--- src/rtl/othello_pkg.sv ---
// Shared Othello types: cell codes, board layout, the flipper state enum and the
// eight-way direction delta table (N, NE, E, SE, S, SW, W, NW).
package othello_pkg;

    typedef logic [1:0] cell_t;

    localparam cell_t CELL_BLACK = 2'd0;
    localparam cell_t CELL_WHITE = 2'd1;
    localparam cell_t CELL_EMPTY = 2'd2;

    // Board is indexed [row][col]; code 3 marks an invalid (blocked) cell.
    typedef cell_t [0:7][0:7] board_t;

    typedef enum logic [2:0] {
        ST_IDLE,
        ST_CHECK,
        ST_DIR,
        ST_SCAN,
        ST_FLIP,
        ST_FINISH
    } flip_state_t;

    localparam logic signed [1:0] DIR_DR [0:7] =
        '{2'sb11, 2'sb11, 2'sb00, 2'sb01, 2'sb01, 2'sb01, 2'sb00, 2'sb11};
    localparam logic signed [1:0] DIR_DC [0:7] =
        '{2'sb00, 2'sb01, 2'sb01, 2'sb01, 2'sb00, 2'sb11, 2'sb11, 2'sb11};

endpackage

--- src/rtl/ray_step.sv ---
// One step along a direction from (row, col); flags steps that leave the board.
// Coordinates are widened to 4-bit signed so -1 and 8 both land with bit 3 set.
module ray_step
    import othello_pkg::*;
(
    input  logic [2:0] row,
    input  logic [2:0] col,
    input  logic [2:0] dir,
    output logic [2:0] next_row,
    output logic [2:0] next_col,
    output logic       off_board
);

    logic signed [3:0] sum_row;
    logic signed [3:0] sum_col;

    always_comb begin
        sum_row   = $signed({1'b0, row}) + $signed({{2{DIR_DR[dir][1]}}, DIR_DR[dir]});
        sum_col   = $signed({1'b0, col}) + $signed({{2{DIR_DC[dir][1]}}, DIR_DC[dir]});
        next_row  = sum_row[2:0];
        next_col  = sum_col[2:0];
        off_board = sum_row[3] | sum_col[3];
    end

endmodule

--- src/rtl/move_flipper.sv ---
// Evaluates one Othello move: scans the eight rays from the target one cell per
// cycle, flips bracketed opponent stones in a working copy and reports the count.
module move_flipper
    import othello_pkg::*;
#(
    parameter int FLIP_W = 5
) (
    input  logic              i_clk,
    input  logic              i_rst_n,
    input  logic              i_start,
    input  logic              i_color,
    input  logic [2:0]        i_row,
    input  logic [2:0]        i_col,
    input  board_t            i_current_board,
    output board_t            o_updated_board,
    output logic [FLIP_W-1:0] o_flip,
    output logic              o_done
);

    flip_state_t       state;
    flip_state_t       next_state;
    board_t            work;
    board_t            final_board;
    logic              color;
    logic [2:0]        row;
    logic [2:0]        col;
    logic [2:0]        dir;
    logic [2:0]        cur_row;
    logic [2:0]        cur_col;
    logic [2:0]        run;
    logic [FLIP_W-1:0] total;
    logic [FLIP_W:0]   sum;
    logic [FLIP_W-1:0] total_sat;

    logic [2:0] step_row_in;
    logic [2:0] step_col_in;
    logic [2:0] step_dir;
    logic [2:0] step_row;
    logic [2:0] step_col;
    logic       step_off;

    cell_t own;
    cell_t opp;
    cell_t cell_here;
    logic  last_dir;

    assign own       = color ? CELL_WHITE : CELL_BLACK;
    assign opp       = color ? CELL_BLACK : CELL_WHITE;
    assign cell_here = work[cur_row][cur_col];
    assign last_dir  = (dir == 3'd7);

    assign sum       = {1'b0, total} + (FLIP_W+1)'(run);
    assign total_sat = sum[FLIP_W] ? '1 : sum[FLIP_W-1:0];

    // DIR steps from the target; FLIP walks back by using the opposite direction (dir ^ 4).
    always_comb begin
        step_row_in = cur_row;
        step_col_in = cur_col;
        step_dir    = dir;
        if (state == ST_DIR) begin
            step_row_in = row;
            step_col_in = col;
        end else if (state == ST_FLIP) begin
            step_dir = dir ^ 3'd4;
        end
    end

    ray_step u_ray_step (
        .row      (step_row_in),
        .col      (step_col_in),
        .dir      (step_dir),
        .next_row (step_row),
        .next_col (step_col),
        .off_board(step_off)
    );

    always_comb begin
        final_board = work;
        if (total != '0) begin
            final_board[row][col] = own;
        end
    end

    always_ff @(posedge i_clk or negedge i_rst_n) begin
        if (!i_rst_n) begin
            state <= ST_IDLE;
        end else begin
            state <= next_state;
        end
    end

    always_comb begin
        next_state = state;
        case (state)
            ST_IDLE: begin
                if (i_start) next_state = ST_CHECK;
            end
            ST_CHECK: begin
                next_state = (work[row][col] != CELL_EMPTY) ? ST_FINISH : ST_DIR;
            end
            ST_DIR: begin
                if (!step_off)     next_state = ST_SCAN;
                else if (last_dir) next_state = ST_FINISH;
            end
            ST_SCAN: begin
                if (cell_here == opp) begin
                    if (step_off) next_state = last_dir ? ST_FINISH : ST_DIR;
                end else if (cell_here == own && run != 3'd0) begin
                    next_state = ST_FLIP;
                end else begin
                    next_state = last_dir ? ST_FINISH : ST_DIR;
                end
            end
            ST_FLIP: begin
                if (run == 3'd1) next_state = last_dir ? ST_FINISH : ST_DIR;
            end
            ST_FINISH: next_state = ST_IDLE;
            default:   next_state = ST_IDLE;
        endcase
    end

    always_ff @(posedge i_clk or negedge i_rst_n) begin
        if (!i_rst_n) begin
            work            <= '0;
            color           <= 1'b0;
            row             <= '0;
            col             <= '0;
            dir             <= '0;
            cur_row         <= '0;
            cur_col         <= '0;
            run             <= '0;
            total           <= '0;
            o_updated_board <= '0;
            o_flip          <= '0;
            o_done          <= 1'b0;
        end else begin
            o_done <= 1'b0;
            case (state)
                ST_IDLE: begin
                    if (i_start) begin
                        work  <= i_current_board;
                        color <= i_color;
                        row   <= i_row;
                        col   <= i_col;
                        dir   <= '0;
                        run   <= '0;
                        total <= '0;
                    end
                end
                ST_CHECK: begin
                    total <= '0;
                    dir   <= '0;
                end
                ST_DIR: begin
                    if (step_off) begin
                        if (!last_dir) dir <= dir + 3'd1;
                    end else begin
                        cur_row <= step_row;
                        cur_col <= step_col;
                        run     <= '0;
                    end
                end
                ST_SCAN: begin
                    if (cell_here == opp) begin
                        run <= run + 3'd1;
                        if (step_off) begin
                            if (!last_dir) dir <= dir + 3'd1;
                        end else begin
                            cur_row <= step_row;
                            cur_col <= step_col;
                        end
                    end else if (cell_here == own && run != 3'd0) begin
                        total <= total_sat;
                    end else if (!last_dir) begin
                        dir <= dir + 3'd1;
                    end
                end
                ST_FLIP: begin
                    work[step_row][step_col] <= own;
                    cur_row <= step_row;
                    cur_col <= step_col;
                    run     <= run - 3'd1;
                    if (run == 3'd1 && !last_dir) dir <= dir + 3'd1;
                end
                ST_FINISH: begin
                    work            <= final_board;
                    o_updated_board <= final_board;
                    o_flip          <= total;
                    o_done          <= 1'b1;
                end
                default: ;
            endcase
        end
    end

endmodule

--- config.mk ---
export PLATFORM = sky130hd
export DESIGN_NAME = move_flipper
export DESIGN_NICKNAME = d
export VERILOG_FILES = /design/src/rtl/othello_pkg.sv /design/src/rtl/ray_step.sv /design/src/rtl/move_flipper.sv
export SDC_FILE = /design/constraint.sdc
export NUM_CORES = 1
export LEC_CHECK = 0
export ABC_AREA = 1
export CAP_MARGIN = 20
export CELL_PAD_IN_SITES_DETAIL_PLACEMENT = 2
export CELL_PAD_IN_SITES_GLOBAL_PLACEMENT = 2
export CORE_ASPECT_RATIO = 1.4
export CORE_MARGIN = 5
export CORE_UTILIZATION = 33
export DETAILED_ROUTE_END_ITERATION = 16
export PLACE_DENSITY = 0.95
export SLEW_MARGIN = 20
export SYNTH_ARGS = -nofsm -noshare
export SYNTH_HDL_FRONTEND = slang
export SYNTH_SLANG_ARGS = --single-unit
--- constraint.sdc ---
create_clock -name i_clk -period 7.5 [get_ports i_clk]
set_input_delay 1.125 -clock i_clk [delete_from_list [all_inputs] [get_ports i_clk]]
set_output_delay 1.125 -clock i_clk [all_outputs]
set_load 0.01 [all_outputs]
Word level (Yosys, flattened, before mapping)
Memories as Yosys holds them, arrays and structs flattened. Cells that the tools add are included.

Bits in read-only memories: 32. Bits of input ports: 138. Memories kept: 2. Bits in writable memories: 0. Bits in latches: 0. Word-level logic and storage cells: 276. Bits in registers: 289. Output and inout bits: 134.

Div/mod/pow operators: 0. Shift-type cells: 0. Reductions and logical operators: 22. Add/sub/neg operators: 6. Multiply operators: 0. Eq/ne operators: 20. Multiplexer cells: 67. Bitwise logic cells: 9. $lt $le $gt $ge: 11.

Memory list: (name not given) (depth 8, bits a word 2, read ports 1, clocked after Yosys merged registers in 0, wr ports 0, RTL line ray_step.sv:19) `sum_col = $signed({1'b0, col}) + $signed({{2{DIR_DC[dir][1]}}, DIR_DC[dir]});`; (name not given) (depth 8, bits a word 2, read ports 1, clocked after Yosys merged registers in 0, wr ports 0, RTL line ray_step.sv:18) `sum_row = $signed({1'b0, row}) + $signed({{2{DIR_DR[dir][1]}}, DIR_DR[dir]});`.

Operators by type and width (number): $pmux W128 S3 (1); $bwmux W128 (2); $mux W128 (2); $bmux W16 S3 (2); $demux W16 S3 (2); $mux W16 (6); $mux W3 (25); $pmux W3 S5 (2); $ge A4 B4 Y1 const B (7); $not A3 Y4 (7); $mux W2 (10); $mux W5 (4); $pmux W3 S3 (2); $lt A4 B1 Y1 const B (4); $reduce_and A4 Y1 (4); $pmux W5 S3 (1); $bmux W2 S3 (2); $demux W2 S3 (2); $ne A2 B2 Y1 const B (6); $pmux W3 S4 (1); $reduce_bool A3 Y1 (4); $reduce_bool A5 Y1 (2); $eq A3 B3 Y1 const B (3); $ne A3 B3 Y1 const B (3); 16 further kinds (31).

Longest topological paths before layout
Depth after elaboration: 17. Mapped depth: 20. Depth with buffers taken out: 20.

Hierarchy
From an unflattened synthesis, not the netlist that was laid out.

Cell total of the unflattened synthesis: 2555. Area total of the unflattened synthesis: 17474.3 µm².

Modules (own cells, without submodules): move_flipper (sequential area each 7231.9 µm², area each 17182.7 µm², cells each 2507, instances 1); ray_step (sequential area each 0.0 µm², area each 291.5 µm², cells each 48, instances 1).

Worst setup path after synthesis
Ideal clock, no wire load.

Path type: reg2reg. From: register state[2]. To: register work[52] (netlist name). Buffers on the path: 2. Path slack: 4.910 ns. Arrival: 2.508 ns. Clock period less this slack: 2.590 ns. Library setup time: 0.082 ns. Data required time: 7.418 ns. Cell stages (with the launch flop): 16. Cells stage by stage: dfrtp_1 -> nor2_2 -> nand2_4 -> buf_8 -> nand2_1 -> o21ai_0 -> ha_1 -> ha_1 -> inv_1 -> nand2_2 -> nor2_2 -> buf_6 -> nand2_1 -> nand2_1 -> nand3_1 -> a31oi_1.

Elaborated cells on any way between the ends: 34. Classes of those cells: add/sub (2); order compare (4); eq/ne (4); mux (14); bitwise (3); reduce/logical (5); memory (2).

RTL lines: start: declaration (RTL line move_flipper.sv:20) `flip_state_t state;`; start signal: assignment (RTL line move_flipper.sv:88) `state <= next_state;`; $eq A3 B3 Y1 (RTL line move_flipper.sv:63) `end else if (state == ST_FLIP) begin`; $mux W3 (RTL line move_flipper.sv:63); $mux W3 (RTL line move_flipper.sv:60) `if (state == ST_DIR) begin`; $not A3 Y4 (not written as such) (RTL line ray_step.sv:18); $mem_v2 Z8 W2; $mux W2 (not written as such) (2 in series) (RTL line ray_step.sv:18); $add A4 B2 Y4 (*) (RTL line ray_step.sv:18); net step_row[1] (RTL line move_flipper.sv:38) `logic [2:0] step_row;`; $not A3 Y4 (not written as such) (*) (RTL line move_flipper.sv:179) `work[step_row][step_col] <= own;`; $ge A4 B4 Y1 (not written as such) / $lt A4 B1 Y1 (equally long branches) (RTL line move_flipper.sv:179); $logic_and A1 B1 Y1 (not written as such) (RTL line move_flipper.sv:179); $mux W16 (not written as such) (RTL line move_flipper.sv:179); $demux W16 S3 (*) (RTL line move_flipper.sv:179); $bwmux W128 (*) (RTL line move_flipper.sv:179); $pmux W128 S3 (*) (RTL line move_flipper.sv:138) `case (state)`; end signal: assignment (RTL line move_flipper.sv:141) `work <= i_current_board;`; end signal: indexed assignment (RTL line move_flipper.sv:179); end signal: assignment (RTL line move_flipper.sv:186) `work <= final_board;`; end: declaration (RTL line move_flipper.sv:22) `board_t work;`.

Mark *: on every way through the listed nets, which the timed path passes. The rest lies on a longest branch. The select of a mux whose other input is x is not followed. A chain may end at the register's enable or synchronous reset.

Final worst setup path
From: register row[0]. To: register work[78] (netlist name).

Word-level cells in the longest chain between the ends: 9. Elaborated cells on any way between the ends: 18. Classes of those cells: add/sub (1); order compare (4); mux (9); bitwise (2); reduce/logical (2).

RTL lines: start: declaration (RTL line move_flipper.sv:25) `logic [2:0] row;`; start signal: assignment (RTL line move_flipper.sv:143) `row <= i_row;`; $mux W3 (*) (RTL line move_flipper.sv:60); $add A4 B2 Y4 (*) (RTL line ray_step.sv:18); net step_row[1] (RTL line move_flipper.sv:38); $not A3 Y4 (not written as such) (*) (RTL line move_flipper.sv:179); $ge A4 B4 Y1 (not written as such) / $lt A4 B1 Y1 (equally long branches) (RTL line move_flipper.sv:179); $logic_and A1 B1 Y1 (not written as such) (RTL line move_flipper.sv:179); $mux W16 (not written as such) (RTL line move_flipper.sv:179); $demux W16 S3 (*) (RTL line move_flipper.sv:179); $bwmux W128 (*) (RTL line move_flipper.sv:179); $pmux W128 S3 (*) (RTL line move_flipper.sv:138).

Mark *: on every way through the listed nets, which the timed path passes. The rest lies on a longest branch.

==> summary.txt <==
STA
  • RSZ-0062 raised after global routing: false
  • Slew margin rel.: 26.6%
  • Peak Freq: 238 MHz
  • Final TNS setup: 0 ps
  • Endpoints failing setup: 0
  • Post-Route Skew: 22.8 ps
  • Tightest Pin Transition: 1100 ps
  • Fin crit period: 4200 ps
  • Period Utilization, post-route: a little under three fifths
  • Pins over their slew limit: 0
  • Hold Violations, Final: 0
  • Final Worst Setup Slack: 3300 ps

Setup path
  • Critical path class: register to register
  • Critical path launch point type: register
  • R2r startpoint: row[0]
  • CP arrival: 4610 ps
  • Worst path required time: 7910 ps
  • Slowest cell on crit path: dfrtp_2
  • CP Cell Sequence: inv_1 -> o21ai_0 -> ha_1 -> ha_1 -> inv_1 -> nor3_4 -> nand2_1 -> nand2_1 -> nand3_1 -> a22oi_1
  • Crit end category: register
  • Worst setup startpoint: row[0]
  • Slowest stage delay, CP: 820 ps
  • Crit Path Max Fanout: 40

GRT
  • Vias in the first global route: approximately 24000
  • First-pass GRT wire length: 153000 um
  • Initial antenna violation count: 0
  • Largest net degree at the start of global routing: 146
  • GRT Total Usage: 32.7%
  • Gr ovfl total: 0

Synthesis
  • Area leader, netlist: dfrtp_1
  • Post-synth top area share: 39.2%
  • Synthesis-stage register bit count: just under 300
  • EDFF count, synth: 0
  • Post-synthesis mux area share: 0%
  • Synthesized-area fraction occupied by adder cells: approximately 1.3%
  • Compound-Gate Fraction of Synth Area: 15.0%
  • Async set-or-reset flop fraction in the synthesized netlist: 100%
  • Synth Area in Simple Gates: roughly 34%
  • Warnings, synthesis: 0
  • Synth area leaders: dfrtp_1 39%, nand2_1 17%, nand3_1 11%, o21ai_0 7.1%, inv_1 5.4%
  • Syn_area_per_cell: 6.71 um^2
  • Mapped Nets: 2904
  • Ys flop type: dfrtp_1
  • Largest family of logic cells by synthesized area: simple AND/OR/NAND/NOR gates
  • Synth Cell Area: 18400 um^2
  • Syn Inst Count: 2747
  • Netlist cell types: 42
  • XOR/XNOR Fraction of Synth Area: 0.604%
  • Register area share after synthesis: 39.2%

Worst hold path
  • Worst hold path class: register to register
  • Hold path start: o_updated_board[20]

Final layout
  • Sequential cell area: 7230 um^2
  • Syn-to-layout area delta: 23.8%
  • Multi-input gate area: 9460 um^2
  • Final Core Density: around 41%
  • Layout cells sized above 1: 5.03%
  • Design area: 22800 um^2
  • # fillers: between 6000 and 7000
  • # nets final: just over 3000
  • Antenna Cells: 0

Route
  • Vias per inst: 5.89
  • Number of DRC markers in iteration 0: 1668
  • DRT antenna net count: 0
  • Vias: 21600
  • # DRC: 0
  • Final Routed Wirelength: 102000 um
  • WL/cell: 27.9 um
  • Pre-antenna DRT Iters: 5

Placed design
  • DP HPWL: 71000 um
  • Port Buffers: around 270
  • Placed cell areas: 21600 um^2
  • Gpl congestion: 0.997
  • Dpl ws: 3110 ps

Floorplan
  • Site Rows: between 100 and 150
  • Area of the core: between 50000 and 60000 um^2
  • Die area: 60800 um^2
  • Starting Density: 33.3%
  • Die Height: 290 um
  • IO Pins: 272
  • Die Wd: ~210 um

Clock network
  • # clock sinks: 289
  • CTS resizes: 0
  • Worst-Skew Late Latency: about 570 ps
  • Worst-path clk slew: 70 ps
  • Worst-case clock buffer depth: 3
  • H-tree Lvls: 2
  • Clock Tree Root: clkbuf_16
  • CTS hold repair buffers: 0
  • Inserted Clock Buffers: 34
  • TritonCTS clock tree: yes
  • Post-CTS Repair Setup Buffers: 0

Flow run
  • Max_cap viols: 0

Pwr
  • Worst IR drop on VDD: 0.000223 V
  • Power per cell area: 557 nW/um^2
  • Static Leak: 10.6 nW

Status
  • Outcome: complete, no violations
logic make-up (layout without fill, tap and decap cells):
family	after synthesis	in the layout
AND/OR/NAND/NOR	1499	1499
buffers and inverters	433	629
flip-flops	289	289
adder cells (fa/ha/maj)	19	19
XOR/XNOR	8	8
AO/OA/AOI/OAI	499	499
routing by layer:
| metal | GRT usage [%] | vias to the layer above | routed length, um | part of all wire [%] |
|---|---|---|---|---|
| met5 | 0 | - | 0 | 0 |
| met4 | 23.2 | 0 | 8870 | 8.7 |
| met3 | 4.66 | 385 | 5720 | 5.6 |
| met2 | 56.7 | 1017 | 49700 | 49 |
| met1 | 37.0 | 10900 | 38100 | 37 |
| li1 | - | 9327 | - | - |
worst paths after layout:
kind / end / slack [ps] / cells after the start
max reg2reg: work[78] / 3300 / 10
max in group asynchronous: o_updated_board[50] / 5530 / 2
min in group asynchronous: o_updated_board[90] / 550 / 1
min: o_updated_board[20] / 480 / 2
min reg2reg: o_updated_board[20] / 480 / 2
max: work[78] / 3300 / 10
critical path, delay by kind of cell (launching register included):
kind,cells,cell delay (ps)
AOI/OAI and AO/OA,2,800
buffers and inverters,2,670
adders and majority gates,2,610
DFF,1,820
and+or+nand+nor,4,1130
synthesized netlist by cell type, types with 2 or more instances:
master,number
nand2_1,846
nand3_1,395
dfrtp_1,289
inv_1,263
o21ai_0,260
nor2_1,200
clkbuf_1,121
a31oi_1,96
a21oi_1,78
a22oi_1,32
o22ai_1,26
ha_1,18
buf_1,14
buf_2,13
buf_6,12
nand2_2,12
nor3_1,12
nor2_2,10
buf_4,5
nand4_1,5
nor2_4,4
nor3_4,4
or2_2,4
inv_2,3
nand2_4,3
xor2_2,3
nand3b_1,2
xnor2_1,2
xor2_1,2
where the power goes:
| part | total (W) | internal (W) | switching [W] | leakage [nW] |
|---|---|---|---|---|
| clock | 0.00195 | 0.00117 | 0.000778 | 0.625 |
| combinational | 0.00742 | 0.00229 | 0.00513 | 6.51 |
| sequential | 0.00336 | 0.00236 | 0.000996 | 3.45 |
| total | 0.0127 | 0.00582 | 0.00690 | 10.6 |
final cells by class:
type                            count  area share [%]
Sequential cell                   289            31.7
Tap cell                          728            3.99
Inverter                          267            4.42
Clock inverter                     19            1.24
Timing Repair Buffer              300            12.9
Clock buffer                       43            4.29
Multi-Input combinational cell   2025            41.5
state kept, by name (all words and copies together), names as in the netlist:
name,cells
dir,3
o_flip,5
cur_col,3
run,3
work,128
cur_row,3
col,3
total,5
o_done,1
row,3
o_updated_board,128
color,1
state,3
per-stage QoR:
stage / hold WS (ps) / power, W / cells
5_1_grt: 508 / 0.0134 / 3671
2_1_floorplan: 478 / 0.00723 / 2747
6_report: 477 / 0.0127 / 3671
3_5_place_dp: 469 / 0.0105 / 3609
3_3_place_gp: 459 / 0.00994 / 3609
4_1_cts: 486 / 0.0126 / 3671
layout by cell type (no fill, tap or decap), drive strengths merged, types with 11 or more instances in the layout:
master and instances:
a21oi 79, a22oi 32, a31oi 96, buf 30, clkbuf 43, clkdlybuf4s50 270, clkinv 11, dfrtp 289
ha 18, inv 267, nand2 861, nand3 396, nor2 214, nor3 16, o21ai 263, o22ai 26
(Power assumes the default switching activity.)
